[src/rtl/wb_pkg.sv]
// Shared definitions for the write-back stage.
// Load-type codes, stage states and register constants.
package wb_pkg;

  localparam logic [2:0] LD_LB  = 3'd0;
  localparam logic [2:0] LD_LBU = 3'd1;
  localparam logic [2:0] LD_LH  = 3'd2;
  localparam logic [2:0] LD_LHU = 3'd3;
  localparam logic [2:0] LD_LW  = 3'd4;

  localparam logic [4:0] REG_ZERO = 5'd0;

  typedef enum logic [1:0] {
    EMPTY   = 2'd0,
    ALU     = 2'd1,
    WAIT_LD = 2'd2
  } wb_state_t;

endpackage

[src/rtl/wb_stage_load_align.sv]
// Load data lane extraction and extension.
// Purely combinational; also flags misaligned accesses.
module load_align
  import wb_pkg::*;
#(
  parameter int XLEN = 32
) (
  input  logic [2:0]      ld_type,
  input  logic [1:0]      off,
  input  logic [XLEN-1:0] rdata,
  output logic [XLEN-1:0] data,
  output logic            misaligned
);

  logic [7:0]  byte_l;
  logic [15:0] half_l;

  assign byte_l = rdata[8*off +: 8];
  assign half_l = off[1] ? rdata[31:16] : rdata[15:0];

  // Select lane, extend, and check alignment
  always_comb begin
    data       = rdata;
    misaligned = 1'b0;
    unique case (1'b1)
      (ld_type == LD_LB): begin
        data = {{(XLEN-8){byte_l[7]}}, byte_l};
      end
      (ld_type == LD_LBU): begin
        data = {{(XLEN-8){1'b0}}, byte_l};
      end
      (ld_type == LD_LH): begin
        data       = {{(XLEN-16){half_l[15]}}, half_l};
        misaligned = off[0];
      end
      (ld_type == LD_LHU): begin
        data       = {{(XLEN-16){1'b0}}, half_l};
        misaligned = off[0];
      end
      default: begin
        data       = rdata;
        misaligned = (off != 2'd0);
      end
    endcase
  end

endmodule

[src/rtl/wb_stage.sv]
// Write-back stage: holds one retiring instruction,
// waits for load data, drives the register-file write.
module wb_stage
  import wb_pkg::*;
#(
  parameter int XLEN   = 32,
  parameter int RCNT_W = 32
) (
  input  logic              clk,
  input  logic              rst_n,
  input  logic              mem_valid,
  output logic              mem_ready,
  input  logic              mem_flush,
  input  logic              mem_reg_we,
  input  logic [4:0]        mem_rd,
  input  logic [XLEN-1:0]   mem_alu_res,
  input  logic              mem_is_load,
  input  logic [2:0]        mem_ld_type,
  input  logic              dmem_rvalid,
  input  logic [XLEN-1:0]   dmem_rdata,
  output logic              rf_we,
  output logic [4:0]        rf_waddr,
  output logic [XLEN-1:0]   rf_wdata,
  output logic              ld_pending,
  output logic [4:0]        ld_pending_rd,
  output logic              exc_misalign,
  output logic [RCNT_W-1:0] retire_cnt
);

  wb_state_t       state_q;
  wb_state_t       state_d;
  logic            reg_we_q;
  logic [4:0]      rd_q;
  logic [XLEN-1:0] alu_q;
  logic            is_load_q;
  logic [2:0]      ld_type_q;
  logic [1:0]      off_q;

  logic            completing;
  logic            capture;
  logic [XLEN-1:0] ld_data;
  logic            ld_mis;
  logic            mis;

  load_align #(.XLEN(XLEN)) u_align (
    .ld_type    (ld_type_q),
    .off        (off_q),
    .rdata      (dmem_rdata),
    .data       (ld_data),
    .misaligned (ld_mis)
  );

  assign completing = (state_q == ALU)
                    | ((state_q == WAIT_LD) & dmem_rvalid);
  assign mem_ready  = !((state_q == WAIT_LD) & !dmem_rvalid);
  assign capture    = mem_valid & mem_ready & !mem_flush;
  assign mis        = is_load_q & ld_mis;

  assign ld_pending    = (state_q == WAIT_LD);
  assign ld_pending_rd = ld_pending ? rd_q : REG_ZERO;

  // Register-file write port, zeroed when idle
  always_comb begin
    rf_we    = completing & reg_we_q & (rd_q != REG_ZERO) & !mis;
    rf_waddr = rd_q;
    rf_wdata = '0;
    if (rf_we)
      rf_wdata = is_load_q ? ld_data : alu_q;
  end

  // Next-state selection
  always_comb begin
    state_d = state_q;
    if (capture)
      state_d = mem_is_load ? WAIT_LD : ALU;
    else if (completing)
      state_d = EMPTY;
  end

  // State register
  always_ff @(posedge clk or negedge rst_n) begin
    if (!rst_n)
      state_q <= EMPTY;
    else
      state_q <= state_d;
  end

  // Captured instruction fields
  always_ff @(posedge clk or negedge rst_n) begin
    if (!rst_n) begin
      reg_we_q  <= 1'b0;
      rd_q      <= REG_ZERO;
      alu_q     <= '0;
      is_load_q <= 1'b0;
      ld_type_q <= 3'd0;
      off_q     <= 2'd0;
    end else if (capture) begin
      reg_we_q  <= mem_reg_we;
      rd_q      <= mem_rd;
      alu_q     <= mem_alu_res;
      is_load_q <= mem_is_load;
      ld_type_q <= mem_ld_type;
      off_q     <= mem_alu_res[1:0];
    end
  end

  // Retire counter and misalign exception pulse
  always_ff @(posedge clk or negedge rst_n) begin
    if (!rst_n) begin
      retire_cnt   <= '0;
      exc_misalign <= 1'b0;
    end else begin
      exc_misalign <= completing & mis;
      if (completing)
        retire_cnt <= retire_cnt + RCNT_W'(1);
    end
  end

endmodule

[config.mk]
export PLATFORM = sky130hd
export DESIGN_NAME = wb_stage
export DESIGN_NICKNAME = d
export VERILOG_FILES = /design/src/rtl/wb_pkg.sv /design/src/rtl/wb_stage_load_align.sv /design/src/rtl/wb_stage.sv
export SDC_FILE = /design/constraint.sdc
export NUM_CORES = 1
export LEC_CHECK = 0
export ABC_AREA = 1
export CELL_PAD_IN_SITES_DETAIL_PLACEMENT = 1
export CELL_PAD_IN_SITES_GLOBAL_PLACEMENT = 1
export CORE_UTILIZATION = 43
export DETAILED_ROUTE_END_ITERATION = 12
export DONT_BUFFER_PORTS = 1
export PLACE_DENSITY = 0.88
export SETUP_SLACK_MARGIN = 0.05
export SLEW_MARGIN = 15
export SYNTH_ARGS = -nofsm -noshare
export SYNTH_HDL_FRONTEND = slang
export SYNTH_SLANG_ARGS = --single-unit
[constraint.sdc]
create_clock -name clk -period 3 [get_ports clk]
set_clock_uncertainty 0.15 [all_clocks]
set_input_delay 0.3 -clock clk [delete_from_list [all_inputs] [get_ports clk]]
set_output_delay 0.3 -clock clk [all_outputs]
set_load 0.05 [all_outputs]
# After elaboration in Yosys (flattened, before gate mapping)
# Index checks and enable logic that the tools add are counted.
classes:
  reduce_logical: 10
  shift: 1
  addsub: 1
  n_eq_ne: 5
  bitwise_logic: 10
  mux: 9
op_table:
  columns: ["cell", "count"]
  rows:
  - ["32-bit case mux with 4 select lines", 1]
  - ["32-bit 2-to-1 mux", 2]
  - ["32-bit by 1-bit adder with 32-bit output (second input constant)", 1]
  - ["32-bit by 6-bit indexed part select with 8-bit output", 1]
  - ["16-bit 2-to-1 mux", 1]
  - ["1-bit bitwise AND", 9]
  - ["3-bit by 2-bit == test with 1-bit output (second input constant)", 2]
  - ["2-bit 2-to-1 mux", 3]
  - ["5-bit 2-to-1 mux", 1]
  - ["5-bit nonzero test", 1]
  - ["1-bit logical NOT", 4]
  - ["2-bit nonzero test", 2]
  - ["2-bit OR reduction", 2]
  - ["3-bit by 1-bit == test with 1-bit output (second input constant)", 1]
  - ["3-bit logical NOT", 1]
  - ["2-bit by 1-bit == test with 1-bit output (second input constant)", 1]
  - ["2-bit == test (second input constant)", 1]
  - ["1-bit case mux with 2 select lines", 1]
  - ["1-bit bitwise OR", 1]
word_totals:
  ff_bits: 79
  inputBits: 79

# Depth between registers and ports, before layout
# Gate-level depths: netlist (run 1).
logic_depth:
  depth_word: 7
  ltp_mapped: 11
  ltp_nobuf: 11

# Modules after synthesis
# A second synthesis (run 1) with hierarchy kept.
unflattened:
  cells_unflattened: 693
  hier_area_um2: 4877.2
modules_own_cells:
  columns: ["module", "n_inst", "cells_each", "seq_area_each_um2", "area_per_inst_um2"]
  rows:
  - ["wb_stage", 1, 503, 1926.8, 4010.1]
  - ["load_align", 1, 190, 0.0, 867.1]

# Worst setup path after synthesis (run 1)
# OpenSTA, ideal clock, no wires.
synth_timing:
  kind: "reg-to-output"
  from: "register state_q[0]"
  to: "output rf_wdata[22]"
  slack_ns: 0.073
  path_stages_with_launch: 9
  arrival_ns: 2.477
  t_required_ns: 2.550
  path_cell_list: "dfrtp_1 -> nor2_4 -> nand2_4 -> nand2_8 -> nand3_4 -> nor2_4 -> inv_2 -> buf_4 -> a21oi_1"
synth_via:
  elab_chain_cells: 7
  word_cells_on_any_way: 8
  cone_classes: "eq/ne (2); mux (1); bitwise (5)"
synth_rtl:
  columns: ["element", "line_no", "rtl"]
  rows:
  - ["start: declaration", "wb_stage.sv:30", "wb_state_t state_q;"]
  - ["start signal: assignment", "wb_stage.sv:85", "state_q <= state_d;"]
  - ["2-bit == test", null, null]
  - ["net ld_pending", "wb_stage.sv:24", "output logic ld_pending,"]
  - ["1-bit bitwise AND", "wb_stage.sv:54", "| ((state_q == WAIT_LD) & dmem_rvalid);"]
  - ["1-bit bitwise OR", "wb_stage.sv:54", null]
  - ["1-bit bitwise AND (3 in series)", "wb_stage.sv:64", "rf_we = completing & reg_we_q & (rd_q != REG_ZERO) & !mis;"]
  - ["net rf_we", "wb_stage.sv:21", "output logic rf_we,"]
  - ["32-bit 2-to-1 mux", "wb_stage.sv:67", "if (rf_we)"]
  - ["end: declaration", "wb_stage.sv:23", "output logic [XLEN-1:0] rf_wdata,"]
# The timed path passes the listed nets, and every way through them passes these cells.

==> reports/qor.csv, run 1 <==
metric,value,unit
ys_ff_latch,77,
drt-vias-per-instance,5.50,
status,"complete, no violations",
syn_area,4930,µm²
yosys_warnings,0,
hold_viol,0,
critPathRequiredTime,2.55,ns
synth_nets,795,
root_buffer,clkbuf_16,
worstPathCellList,inv_1 -> nand3_1 -> nand2_1 -> nand2_2 -> nand3_2 -> nand3_1 -> a21oi_1 -> buf_4,
p_leak,2.93,nW
ant_nets,0,
clk_pin_slew,0.06,ns
grt_max_degree,78,
min_to,rf_waddr[2],
drcViolationCount,0,
grt_pass1_vias,5228,
vdd_drop_max,0.592,mV
syn_to_final_growth,22.8,%
drv_slew,0,
seq_area_frac_synth,39.1,%
fin_crit_sh,93.4,%
tightest_slew,0.632,ns
end_kind,output port,
fin_util,54.9,%
die_height,109,µm
place_congestion,0.879,
hpwl,12200,µm
yosys_most_used_dff,dfrtp_1,
reg2reg_depth,7,
portBuffers,0,
first_pass_iters,4,
async_flop_share,100,%
hold_class,in -> reg,
syn_area_per_cell,6.90,µm²
start_util,44.7,%
r2r_end,alu_q[14],
nFillCells,1437,
cts_buffers,9,
drt-wirelength-per-cell,18.6,µm
cts_sinks,77,
max_slew_margin,57.9,%
hold_depth,2,
fin_crit,2.80,ns
die-area,11900,µm²
critical-path-max-stage-delay,0.52,ns
grt_pass1_wl,26800,µm
fmax,357,MHz
crit_type,reg -> out,
vias,5133,
clk_path_buf_depth,2,
drtIter0Drc,355,
die_w,109,µm
coreArea,11000,µm²
netlist_instances,715,
antenna_found_initial,1,
setup_violations,0,
yosysUniqueCellTypes,37,
r2r_start,state_q[0],
startpoint_type,flip-flop,
p_total,4.20,mW
powerDensity,693,nW/µm²
cts_tree,built,
r2r_slack,0.47,ns
synth_edf_count,0,
yosysTopAreaCell,dfrtp_1,
max-cap-violations,0,
crit_fanout,16,
h-tree-depth,3,
clkLatencyLatePin,0.35,ns
wirelength,17400,µm
final_cells,933,
synth.top_cell.area_share,39.1,%
ys_top_cells_by_area,"dfrtp_1 39%, nand2_1 15%, inv_1 7.3%",
ios,157,
cp_slowest_cell,dfrtp_2,
worst_path_most_repeated_cell,nand3_1,
worstHoldStart,mem_rd[2],
cp_data_arrival_time,2.35,ns
finish.net_count,867,
dp.cells,874,
grt_usage,29.6,%
grt_overflow,0,
num_rows,38,
rsz0062_at_grt,no,
drive_above_1_share,13.8,%
setup_tns,0,ns
-- cell families (layout without fill, tap and decap cells) --
| logic type | Yosys count | in the layout | synth area share [%] |
|---|---|---|---|
| DFF | 77 | 77 | 39.1 |
| buffers and inverters | 129 | 205 | 11.0 |
| AOI/OAI and AO/OA | 115 | 115 | 12.2 |
| xor gates and xnor gates | 15 | 15 | 2.66 |
| other | 0 | 1 | 0 |
| adders and majority gates | 1 | 1 | 0.254 |
| and+or+nand+nor | 378 | 379 | 34.8 |
-- power breakdown --
| part | total [mW] | switching, mW | leakage [nW] | internal, mW |
|---|---|---|---|---|
| Sequential | 1.53 | 0.311 | 0.972 | 1.22 |
| Clock | 1.11 | 0.446 | 0.143 | 0.665 |
| Combinational | 1.55 | 1.10 | 1.82 | 0.450 |
| Total | 4.20 | 1.86 | 2.93 | 2.34 |
-- cells in the final DEF, fill, tap and decap left out, drive strengths merged --
cell           n
nand2        206
inv           94
dfrtp         77
nor2          73
o21ai         72
buf           49
nand3         45
dlygate4sd3   39
a21oi         35
nor3          20
or2           16
xor2          12
clkbuf        12
nand4         11
clkinvlp       8
o2111ai        7
nand3b         6
xnor2          3
clkinv         2
diode          1
a31oi          1
nor4           1
and3           1
ha             1
bufinv         1
-- flip-flops by register name (all words and copies together), names as in the netlist --
register and count:
state_q 2, rf_waddr 5, alu_q 32, ld_type_q 3, is_load_q 1, exc_misalign 1, retire_cnt 32, reg_we_q 1
-- layer usage --
metal / wire length [µm] / vias up / part of all wire (%) / global-route usage [%]
met5: 0 / - / 0 / 0
met4: 371 / 0 / 2.1 / 12.5
met3: 1270 / 34 / 7.3 / 6.69
met2: 8410 / 209 / 48 / 49.1
met1: 7300 / 2482 / 42 / 36.7
li1: - / 2408 / - / -
-- synthesized netlist by cell type, types with 5 or more instances --
cell type    n
a21oi_1     35
buf_2        9
clkbuf_1     9
dfrtp_1     77
inv_1       96
inv_2        5
nand2_1    202
nand3_1     43
nand3b_1     5
nand4_1     11
nor2_1      64
nor2_2       5
nor3_1      17
o2111ai_1    7
o21ai_0     70
or2_2       13
xor2_1      12
-- repair_timing --
| item | 4_1_cts | 5_1_grt |
|---|---|---|
| pin swaps | 1 | 3 |
| hold buffers | 40 | 0 |
| resized for setup | 8 | 2 |
| cloned | 0 | 1 |
| endpoints found under the setup margin | 8 | 25 |
| hold endpoints to repair | 117 | 0 |
| buffers inserted | 0 | 1 |
-- worst max-delay path by stage --
stage	from	end	slack [ns]	cells after the start
6_report	alu_q[1]	rf_wdata[23]	0.20	8
5_1_grt	alu_q[1]	rf_wdata[23]	0.07	8
4_1_cts	state_q[1]	rf_wdata[8]	0.05	10
3_5_place_dp	state_q[0]	rf_wdata[8]	0.35	9
3_3_place_gp	state_q[0]	rf_wdata[8]	0.47	9
2_1_floorplan	state_q[0]	rf_wdata[22]	0.07	8
-- area by class of cell --
class / instances / area [µm²] / area share (%)
sequential: 77 / 1930 / 31.8
antenna: 1 / 2.50 / 0.0413
tap: 140 / 175 / 2.89
clock inverter: 4 / 47.5 / 0.785
multi-input combinational: 510 / 2470 / 40.8
timing repair buffer: 88 / 778 / 12.8
clock buffer: 12 / 246 / 4.07
inverter: 101 / 408 / 6.73
-- stage by stage --
stage | setup slack [ns] | area, µm² | hold slack, ns
6_report | 0.197 | 6060 | 0.00618
5_1_grt | 0.0687 | 6060 | 0.0144
4_1_cts | 0.0549 | 6040 | 0.00180
3_5_place_dp | 0.354 | 5300 | -0.144
3_3_place_gp | 0.467 | 5300 | -0.143
2_1_floorplan | 0.0735 | 4930 | -0.146
-- worst max-delay path: cells and delay by family (launching register included) --
kind                   cells  cell delay, ns
DFF                        1            0.52
and+or+nand+nor            5            1.01
buffers and inverters      2            0.38
AOI/OAI and AO/OA          1            0.09
No activity file was read; power rests on OpenSTA's default activity.
==> run 2, diff against run 1 <==
--- a/config.mk
+++ b/config.mk
@@ -9,6 +9,7 @@
 export CELL_PAD_IN_SITES_DETAIL_PLACEMENT = 1
 export CELL_PAD_IN_SITES_GLOBAL_PLACEMENT = 1
 export CORE_UTILIZATION = 43
+export CTS_CLUSTER_DIAMETER = 50
 export DETAILED_ROUTE_END_ITERATION = 12
 export DONT_BUFFER_PORTS = 1
 export PLACE_DENSITY = 0.88
==> constraint.sdc (replaced) <==
create_clock -name clk -period 2.6 [get_ports clk]
set_clock_uncertainty 0.15 [all_clocks]
set_input_delay 0.26 -clock clk [delete_from_list [all_inputs] [get_ports clk]]
set_output_delay 0.26 -clock clk [all_outputs]
set_load 0.05 [all_outputs]
==> reports/qor.csv, run 2 (synthesized netlist as in run 1, its figures left out) <==
metric,value,unit
status,"complete, no violations",
start_util,44.7,%
drcViolationCount,0,
cts_buffers,9,
cts_sinks,77,
met3_usage,7.11,%
end_kind,output port,
cp_data_arrival_time,2.15,ns
vias,5394,
grt_max_degree,78,
nFillCells,1362,
wirelength,19200,µm
setup_violations,0,
final_cells,961,
grt_usage,32.4,%
setup_tns,0,ns
gr-usage-met1,37.7,%
hold_viol,0,
final_cell_mix,"200 x nand2_1, 88 x inv_1, 74 x dfrtp_1",
fmax,390,MHz
die-area,11900,µm²
tightest_slew,0.587,ns
grt_pass1_wl,29000,µm
critPathRequiredTime,2.19,ns
drv_slew,0,
drtIter0Drc,396,
clk_pin_slew,0.07,ns
met2_usage,55.2,%
root_buffer,clkbuf_16,
place_congestion,0.911,
fin_crit_sh,98.6,%
layout_commonest_cell,nand2_1,
die_w,109,µm
powerDensity,822,nW/µm²
grt_overflow,0,
drive_above_1_share,19.7,%
num_rows,38,
dpl-instance-area,5660,µm²
finish.net_count,893,
clk_path_buf_depth,2,
p_leak,3.15,nW
fin_area,6660,µm²
crit_type,reg -> out,
cts_tree,built,
antenna_found_initial,1,
hold_class,in -> reg,
clkLatencyLatePin,0.35,ns
hpwl,12400,µm
startpoint_type,flip-flop,
max_slew_margin,60.9,%
drt-wirelength-per-cell,19.9,µm
first_pass_iters,7,
die_height,109,µm
p_total,5.47,mW
drt-vias-per-instance,5.61,
rsz0062_at_grt,yes,
ios,157,
syn_to_final_growth,34.9,%
coreArea,11000,µm²
vdd_drop_max,0.450,mV
crit_fanout,16,
fin_crit,2.56,ns
h-tree-depth,3,
portBuffers,0,
grt.busiest_layer,met2,
dp.cells,891,
grt_pass1_vias,5629,
ant_nets,0,
max-cap-violations,0,
==> run 2: changes by cell type in the layout (fill, tap and decap cells not counted), moves of 5 or more <==
cell,previous run,this run
buf_4,48,59
a21oi_2,0,5
nor2_2,6,11
a21oi_4,0,8
a21oi_1,35,22
nor2_1,64,57
buf_12,0,10
==> run 2: routing by layer <==
layer  part of all wire, %  wire, µm  vias to the layer above
met5                     0         0                        -
met4                   3.8       730                        0
met3                   6.3      1210                       59
met2                    50      9610                      238
met1                    40      7600                     2625
li1                      -         -                     2472
==> run 2: area by class of cell <==
type,count,area [µm²],area share (%)
flip-flops and latches,77,1930,29.0
well taps,140,175,2.63
clock inverters,6,134,2.01
multi-input cells,510,2640,39.7
clock buffers,10,239,3.59
repair buffers,114,1110,16.7
inverters,101,413,6.20
diodes,3,7.51,0.113
==> run 2: metrics by stage <==
step | hold WS, ns | setup WS (ns) | util [%]
2_1_floorplan | -0.186 | -0.260 | -
3_3_place_gp | -0.182 | 0.387 | 51.3
3_5_place_dp | -0.183 | 0.264 | 51.3
4_1_cts | 0.0385 | 0.0343 | 59.0
5_1_grt | 0.0504 | -0.0451 | 60.3
6_report | 0.0484 | 0.0364 | 60.3
==> run 2: path summary, 6_finish.rpt <==
| check | cells after the start | to | from | slack, ns |
|---|---|---|---|---|
| max | 9 | rf_wdata[1] | alu_q[1] | 0.04 |
| max reg2reg | 7 | retire_cnt[28] | retire_cnt[9] | 0.39 |
| max in group asynchronous | 2 | alu_q[26] | rst_n | 1.63 |
| min in group asynchronous | 2 | alu_q[2] | rst_n | 0.35 |
| min reg2reg | 2 | alu_q[3] | alu_q[3] | 0.35 |
| min | 2 | rf_waddr[4] | mem_valid | 0.05 |
==> run 2: critical path: stages (launching register included) <==
cell and delay (ns):
dfrtp_2 0.49, buf_4 0.25, nand2_1 0.08, o21ai_1 0.12
nand2_1 0.11, nand2_1 0.08, nand2_1 0.05, nand3_1 0.08
o21ai_0 0.18, nor2_4 0.36
==> run 2: timing repair <==
item                       CTS  global route
setup buffers                0             6
cloned                       0             1
hold endpoints to repair   121             0
hold buffers                44             0
pin swaps                    2             7
gates resized for setup      7            25
setup endpoints to repair   30            32
==> run 2: report_power, final <==
group / leakage, nW / switching [mW] / internal [mW]
clock: 0.183 / 0.551 / 1.06
combinational: 2.00 / 1.55 / 0.662
sequential: 0.971 / 0.223 / 1.42
total: 3.15 / 2.33 / 3.14
==> run 3, diff against run 2 <==
--- a/config.mk
+++ b/config.mk
@@ -12,6 +12,7 @@
 export CTS_CLUSTER_DIAMETER = 50
 export DETAILED_ROUTE_END_ITERATION = 12
 export DONT_BUFFER_PORTS = 1
+export MAX_ROUTING_LAYER = met4
 export PLACE_DENSITY = 0.88
 export SETUP_SLACK_MARGIN = 0.05
 export SLEW_MARGIN = 15
==> reports/qor.csv, run 3 (synthesized netlist as in run 1, its figures left out) <==
metric,value,unit
status,"complete, no violations",
startpoint_type,flip-flop,
r2r_slack,0.32,ns
portBuffers,0,
antenna_found_initial,2,
ios,157,
cts_buffers,9,
vias,5419,
grt_pass1_vias,5825,
r2r_start,retire_cnt[9],
layout_commonest_cell,nand2_1,
finish.net_count,892,
die_height,109,µm
final_cells,958,
end_kind,output port,
num_rows,38,
vdd_drop_max,0.526,mV
drtIter0Drc,387,
p_total,5.13,mW
hold_viol,0,
max-cap-violations,0,
rsz0062_at_grt,yes,
whs,0.0980,ns
dp_worst_setup_slack,0.190,ns
drcViolationCount,0,
start_util,44.7,%
grt_max_degree,78,
clkLatencyLatePin,0.35,ns
grt_usage,33.0,%
crit_type,reg -> out,
grt_pass1_wl,29000,µm
root_buffer,clkbuf_16,
critPathRequiredTime,2.19,ns
gr-usage-met1,37.0,%
first_pass_iters,5,
fin_ws,0.0183,ns
drive_above_1_share,18.3,%
p_leak,3.18,nW
place_congestion,0.888,
ant_nets,0,
grt.busiest_layer,met2,
hold_depth,2,
drv_slew,0,
h-tree-depth,3,
cts_sinks,77,
cts_tree,built,
min_to,rf_waddr[2],
r2r_end,retire_cnt[28],
cp_data_arrival_time,2.17,ns
die-area,11900,µm²
met2_usage,53.3,%
coreArea,11000,µm²
clk_pin_slew,0.06,ns
fin_crit,2.58,ns
fin_util,59.3,%
crit_fanout,18,
clk_path_buf_depth,2,
dp.cells,892,
wirelength,19400,µm
drt-vias-per-instance,5.66,
drt-wirelength-per-cell,20.3,µm
final_cell_mix,"200 x nand2_1, 95 x inv_1, 74 x dfrtp_1",
fin_crit_sh,99.3,%
hold_class,in -> reg,
die_w,109,µm
worstHoldStart,mem_valid,
setup_violations,0,
powerDensity,784,nW/µm²
max_slew_margin,59.6,%
reg2reg_depth,7,
fmax,387,MHz
syn_to_final_growth,32.6,%
tightest_slew,0.606,ns
met3_usage,8.25,%
hpwl,12300,µm
grt_overflow,0,
-- run 3: layout make-up --
cell class,instances,area (µm²)
antenna,3,7.51
clock buffer,12,246
clock inverter,2,35.0
fill,1396,4490
inverter,101,384
multi-input combinational,510,2650
sequential,77,1930
tap,140,175
timing repair buffer,113,1110
-- run 3: per-layer routing --
layer | share of wire (%) | wire length [µm]
met1 | 38 | 7360
met2 | 50 | 9730
met3 | 7.4 | 1440
met4 | 4.5 | 882
met5 | 0 | 0
-- run 3: critical path, cell delays in order (launching register included) --
cell	delay, ns
dfrtp_2	0.48
buf_8	0.18
o21ai_1	0.23
nand2_2	0.17
nand3_4	0.19
nand3_1	0.16
a21oi_4	0.41
-- run 3: worst max-delay path by stage --
| stage | startpoint | depth (start not counted) | end | slack (ns) |
|---|---|---|---|---|
| 6_report | alu_q[1] | 6 | rf_wdata[23] | 0.02 |
| 5_1_grt | ld_type_q[2] | 8 | rf_wdata[15] | -0.05 |
| 4_1_cts | state_q[0] | 9 | rf_wdata[21] | 0.03 |
| 3_5_place_dp | ld_type_q[2] | 7 | rf_wdata[21] | 0.19 |
| 3_3_place_gp | ld_type_q[2] | 7 | rf_wdata[21] | 0.30 |
| 2_1_floorplan | state_q[0] | 8 | rf_wdata[15] | -0.26 |
-- run 3: repair_timing --
action,4_1_cts,5_1_grt
gates cloned,1,0
endpoints found under the setup margin,28,31
endpoints found under the hold margin,121,0
hold buffers,44,0
setup buffers,0,4
pin swaps,3,5
resized for setup,7,16
-- run 3: per-stage QoR --
stage / cell area (µm²) / TNS, ns
2_1_floorplan: 5050 / -2.12
3_3_place_gp: 5670 / 0
3_5_place_dp: 5670 / 0
5_1_grt: 6540 / -0.126
6_report: 6540 / 0
4_1_cts: 6440 / 0
-- run 3: where the power goes --
| part | switching [mW] | leakage, nW | internal, mW |
|---|---|---|---|
| logic | 1.56 | 2.07 | 0.660 |
| registers | 0.224 | 0.971 | 1.42 |
| clock network | 0.506 | 0.139 | 0.759 |
| total | 2.29 | 3.18 | 2.83 |
